### src/rtl/fir_pkg.sv
// fir_pkg: shared constants, FSM state, rounding and lane packing for the FIR blocks.
package fir_pkg;
    localparam int TAP_COUNT = 121;
    localparam int INTERP = 8;
    localparam int PHASE_TAPS = 16;
    localparam int CHANNELS = 2;
    localparam int DATA_WIDTH = 16;
    localparam int COEF_WIDTH = 16;
    localparam int ACC_WIDTH = 48;
    localparam int OUT_SHIFT = 12;
    localparam int COEF_DEPTH = INTERP * PHASE_TAPS;
    localparam int P_W = $clog2(INTERP);
    localparam int T_W = $clog2(PHASE_TAPS);
    localparam logic signed [ACC_WIDTH-1:0] ROUND = ACC_WIDTH'(1 << (OUT_SHIFT - 1));
    localparam logic signed [ACC_WIDTH-1:0] SAT_MAX = ACC_WIDTH'(2 ** (DATA_WIDTH - 1) - 1);
    localparam logic signed [ACC_WIDTH-1:0] SAT_MIN = ACC_WIDTH'(-(2 ** (DATA_WIDTH - 1)));

    typedef enum logic [1:0] {IDLE, CALC, OUT} state_t;

    function automatic logic signed [DATA_WIDTH-1:0] round_sat(input logic signed [ACC_WIDTH-1:0] acc);
        logic signed [ACC_WIDTH-1:0] y;
        y = (acc + ROUND) >>> OUT_SHIFT;
        return y > SAT_MAX ? SAT_MAX[DATA_WIDTH-1:0] : y < SAT_MIN ? SAT_MIN[DATA_WIDTH-1:0] : y[DATA_WIDTH-1:0];
    endfunction

    function automatic int sample_lsb(input int ch);
        return ch * DATA_WIDTH;
    endfunction

    function automatic int lane_lsb(input int ch, input int p);
        return (ch * INTERP + p) * DATA_WIDTH;
    endfunction

    // Built-in prototype filter; entries past TAP_COUNT stay zero.
    function automatic logic [COEF_DEPTH*COEF_WIDTH-1:0] default_coefs();
        logic [COEF_DEPTH*COEF_WIDTH-1:0] c;
        c = '0;
        for (int i = 0; i < TAP_COUNT; i++)
            c[i*COEF_WIDTH +: COEF_WIDTH] = COEF_WIDTH'((i * 97 % 251) * 61 - 7000);
        return c;
    endfunction
endpackage

### src/rtl/fir_interp_mac.sv
// fir_interp_mac: per-channel multiply-accumulate with round/saturate of the phase sum.
module fir_interp_mac
    import fir_pkg::*;
(
    input  logic                         clk,
    input  logic                         nrst,
    input  logic                         clr_i,
    input  logic                         en_i,
    input  logic                         last_i,
    input  logic signed [DATA_WIDTH-1:0] sample_i,
    input  logic signed [COEF_WIDTH-1:0] coef_i,
    output logic signed [DATA_WIDTH-1:0] y_o
);
    logic signed [DATA_WIDTH+COEF_WIDTH-1:0] prod;
    logic signed [ACC_WIDTH-1:0] acc_q, acc_d, sum;

    always_comb begin
        prod = sample_i * coef_i;
        sum = acc_q + ACC_WIDTH'(prod);
        acc_d = (clr_i || (en_i && last_i)) ? '0 : en_i ? sum : acc_q;
        y_o = round_sat(sum);
    end

    always_ff @(posedge clk or negedge nrst)
        if (!nrst) acc_q <= '0;
        else acc_q <= acc_d;
endmodule

### src/rtl/fir_interp.sv
// fir_interp: dual-channel 8x polyphase interpolating FIR, one MAC per channel,
// 128 MAC cycles per input sample producing 8 lanes per channel.
module fir_interp
    import fir_pkg::*;
#(
    parameter logic [COEF_DEPTH*COEF_WIDTH-1:0] COEFS = default_coefs()
) (
    input  logic                                  clk,
    input  logic                                  nrst,
    input  logic                                  s_tvalid,
    output logic                                  s_tready,
    input  logic [CHANNELS*DATA_WIDTH-1:0]        s_tdata,
    output logic                                  m_tvalid,
    input  logic                                  m_tready,
    output logic [CHANNELS*INTERP*DATA_WIDTH-1:0] m_tdata
);
    state_t state_q;
    logic [P_W-1:0] p_q;
    logic [T_W-1:0] t_q;
    logic s_tready_q, m_tvalid_q;
    logic [CHANNELS*INTERP*DATA_WIDTH-1:0] m_tdata_q;
    logic [CHANNELS-1:0][PHASE_TAPS-1:0][DATA_WIDTH-1:0] hist_q;
    logic [CHANNELS-1:0][DATA_WIDTH-1:0] y;
    logic [T_W+P_W-1:0] cidx;
    logic signed [COEF_WIDTH-1:0] coef;
    logic accept, en, last;

    always_comb begin
        cidx = {t_q, p_q};
        coef = int'(cidx) < TAP_COUNT ? $signed(COEFS[int'(cidx)*COEF_WIDTH +: COEF_WIDTH]) : '0;
        accept = s_tvalid && s_tready_q;
        en = state_q == CALC;
        last = t_q == T_W'(PHASE_TAPS - 1);
    end

    for (genvar c = 0; c < CHANNELS; c++) begin : g_ch
        fir_interp_mac u_mac (
            .clk      (clk),
            .nrst     (nrst),
            .clr_i    (accept),
            .en_i     (en),
            .last_i   (last),
            .sample_i (hist_q[c][t_q]),
            .coef_i   (coef),
            .y_o      (y[c])
        );
    end

    // s_tready_q doubles as the reset-done flag: it first rises on the edge after reset release.
    always_ff @(posedge clk or negedge nrst)
        if (!nrst) begin
            state_q <= IDLE;
            p_q <= '0;
            t_q <= '0;
            s_tready_q <= 1'b0;
            m_tvalid_q <= 1'b0;
            m_tdata_q <= '0;
            hist_q <= '0;
        end else begin
            unique case (state_q)
                IDLE:
                    if (accept) begin
                        for (int c = 0; c < CHANNELS; c++)
                            hist_q[c] <= {hist_q[c][PHASE_TAPS-2:0], s_tdata[sample_lsb(c) +: DATA_WIDTH]};
                        p_q <= '0;
                        t_q <= '0;
                        s_tready_q <= 1'b0;
                        state_q <= CALC;
                    end else begin
                        s_tready_q <= 1'b1;
                    end
                CALC: begin
                    t_q <= t_q + T_W'(1);
                    if (last) begin
                        for (int c = 0; c < CHANNELS; c++)
                            m_tdata_q[lane_lsb(c, int'(p_q)) +: DATA_WIDTH] <= y[c];
                        p_q <= p_q + P_W'(1);
                        if (p_q == P_W'(INTERP - 1)) begin
                            state_q <= OUT;
                            m_tvalid_q <= 1'b1;
                        end
                    end
                end
                OUT:
                    if (m_tready) begin
                        state_q <= IDLE;
                        m_tvalid_q <= 1'b0;
                        s_tready_q <= 1'b1;
                    end
                default: state_q <= IDLE;
            endcase
        end

    assign s_tready = s_tready_q;
    assign m_tvalid = m_tvalid_q;
    assign m_tdata = m_tdata_q;
endmodule

### config.mk
export PLATFORM = sky130hd
export DESIGN_NAME = fir_interp
export DESIGN_NICKNAME = d
export VERILOG_FILES = /design/src/rtl/fir_pkg.sv /design/src/rtl/fir_interp_mac.sv /design/src/rtl/fir_interp.sv
export SDC_FILE = /design/constraint.sdc
export NUM_CORES = 2
export LEC_CHECK = 0
export BUFFER_PORTS_ARGS = -buffer_cell sky130_fd_sc_hd__buf_2
export CELL_PAD_IN_SITES_DETAIL_PLACEMENT = 1
export CELL_PAD_IN_SITES_GLOBAL_PLACEMENT = 1
export CORE_UTILIZATION = 53
export CTS_CLUSTER_DIAMETER = 60
export CTS_CLUSTER_SIZE = 20
export DETAILED_ROUTE_END_ITERATION = 16
export PLACE_DENSITY_LB_ADDON = 0.1
export SLEW_MARGIN = 25
export SYNTH_ARGS = -nofsm -noshare
export SYNTH_HDL_FRONTEND = slang
export SYNTH_SLANG_ARGS = --single-unit
export TNS_END_PERCENT = 50
### constraint.sdc
create_clock -name clk -period 17.3 [get_ports clk]
set_clock_uncertainty 0.2 [all_clocks]
set_input_delay 5.19 -clock clk [delete_from_list [all_inputs] [get_ports clk]]
set_output_delay 5.19 -clock clk [all_outputs]
set_load 0.01 [all_outputs]
==> results.yml <==
status:
  outcome: "finished clean"
sta:
  max_clock_freq_mhz: 67.2
  fin_crit_sh_pct: 86.0
  hold_violations: 0
  worst_slew_pin_slew_ns: 1.10
  fin_crit_ns: 14.87
  setup_viol: 0
  fin_tns_setup_ns: 0
  rsz0062_at_grt: "false"
  slew_headroom_pct: 26.6
  drv_slew: 0
logic_synthesis:
  synth_top_area_share_pct: 31.6
  syn_area_per_cell_um2: 8.97
  synth-edff-count: 0
  synthesis.nets: 8757
  yosysSeqAreaShare_pct: 31.6
  synth_seq_cells: 875
  netlist_instances: 7724
  synth_area_um2: 69200
  synth.top_cells.by_area: "dfrtp_1 (32%), fa_1 (21%), nand2_1 (12%)"
  async_flop_share_pct: 100
  yosys.area.top_type: "dfrtp_1"
  synth_cell_types: 100
  synth_ff_type: "dfrtp_1"
  ys_warn_count: 0
setup_path:
  path_max_fanout: 32
  crit_top_cell: "fa_1"
  worst-r2r-setup-slack_ns: 2.43
  cp.arrival_ns: 15.22
  crit_type: "flop to flop"
  cp_data_required_time_ns: 17.65
  cp-end-kind: "flop"
  critPathMaxStageDelay_ns: 1.00
  start_kind: "flop"
  critPathSlowestCell: "nor2_1"
die:
  die_w_um: 363
  fp.dieArea_um2: 132000
  die_h_um: 363
  core_um2: 129000
  initial_core_util_pct: 53.5
  ioPinCount: 294
  fp-row-count: 132
global_routing:
  overflow: 0
  grt_pass1_vias: 62904
  grt_max_degree: 245
  grt_usage_pct: 34.6
  grt_pass1_wl_mm: 357
  antenna_found_initial: 4
job:
  maxCapViolCount: 0
cts:
  hold_buffers: 0
  cts-htree-levels: 3
  cts_tree: "built"
  post_cts_buffers: 0
  cts_root_buf: "clkbuf_16"
  cts_resized: 0
  clockBufferDepth: 3
  clkSinkCount: 875
  clk_pin_slew_ns: 0.08
  worstSkewPairLatency_ns: 0.73
  numCtsBuffers: 93
drt:
  vias_per_cell: 5.94
  via_count: 57034
  ant_nets: 0
  post_drt_wl_per_cell_um: 23.3
  drcViolationCount: 0
  firstDrtPassIters: 5
  drt_wl_total_mm: 224
  drtIter0Drc: 3951
layout:
  layout-drive-gt1-share_pct: 9.24
  seq_area_um2: 21900
  diodes: 0
  final_cell_mix: "nand2_1 (2268), dfrtp_1 (871), inv_1 (801)"
  layout_commonest_cell: "nand2_1"
  multi_input_area_um2: 42900
  final_nets: 8820
  n_fill_cell: 15103
  areaGrowthSynthToFinish_pct: 9.49
worst_hold_path:
  hp-class: "flop to flop"
place:
  routabilityCongestion: 0.966
  hpwlAfterDp_mm: 163
  port_buffers: 293
synth_stat cells (20+ instances only):
library cell / number
ha_1: 279
nand2b_1: 22
mux4_2: 64
a22o_1: 66
nand2_1: 2268
o21ai_0: 341
o221ai_1: 119
a21oi_1: 217
buf_2: 20
or3_1: 22
fa_1: 718
dfrtp_1: 875
nor2_1: 269
a21o_1: 38
o22ai_1: 39
inv_1: 802
a211oi_1: 47
nor3_1: 126
o211ai_1: 47
nand4_1: 34
buf_1: 39
xnor2_1: 83
xor2_1: 49
nor4_1: 46
and3_1: 35
a31oi_1: 23
and2_1: 152
nor2b_1: 20
mux2i_1: 142
nand3_1: 74
clkbuf_1: 357
layer usage:
metal	part of all wire (%)	global-route usage, %	vias to the layer above	wire length [um]
met5	0.024	0	-	53
met4	5.9	17.5	8	13100
met3	4.8	5.39	640	10800
met2	49	58.5	1497	110000
met1	40	43.1	29626	89300
li1	-	-	25263	-
layout make-up:
class	count	area share (%)
flip-flops and latches	875	28.9
clock inverters	74	1.27
inverters	805	3.99
well taps	1742	2.87
repair buffers	391	3.15
clock buffers	101	3.19
multi-input cells	5621	56.6
sequential cells by signal (all words and copies together), names as in the netlist:
| name | cells |
|---|---|
| g_ch.u_mac.acc_q | 96 |
| state_q | 2 |
| m_tvalid | 1 |
| p_q | 3 |
| m_tdata | 256 |
| hist_q | 512 |
| s_tready | 1 |
| t_q | 4 |
path summary, 6_finish.rpt:
path                             start            to  cells after the start
max reg2reg                     p_q[1]  m_tdata[222]                     37
min reg2reg                m_tdata[80]   m_tdata[80]                      2
max                             p_q[1]  m_tdata[222]                     37
min in group asynchronous         nrst   hist_q[143]                      1
max in group asynchronous         nrst   m_tdata[38]                      4
min                        m_tdata[80]   m_tdata[80]                      2
cells by family (layout without fill, tap and decap cells):
group           Yosys count  after routing  synth area share [%]
flops                   875            875                  31.6
fa+ha+maj               997            997                  25.8
simple gates           3153           3153                  19.2
buf+inv                1228           1371                  6.74
compound gates         1129           1129                  10.7
xor+xnor                132            132                  1.67
mux                     210            210                  4.20
critical path, delay by kind of cell (launching register included):
kind                     cells  cell delay (ns)
adder cells (fa/ha/maj)      8             4.86
AND/OR/NAND/NOR             12             4.79
AO/OA/AOI/OAI               10             2.67
buffers and inverters        7             1.46
flip-flops                   1             0.65
per-stage QoR:
stage | std cells | area, um2 | utilization (%) | hold slack [ns] | setup WS, ns
3_3_place_gp | 9429 | 72300 | 55.8 | 0.252 | 3.18
5_1_grt | 9609 | 75800 | 58.6 | 0.296 | 1.59
3_5_place_dp | 9429 | 72300 | 55.8 | 0.261 | 2.61
6_report | 9609 | 75800 | 58.6 | 0.274 | 2.43
2_1_floorplan | 7724 | 69200 | - | 0.241 | 5.59
4_1_cts | 9604 | 75700 | 58.4 | 0.280 | 2.53
Power is left out: the tool's default activity adds up to more than one toggle a clock period on the data nets, which glitch-free logic cannot reach.
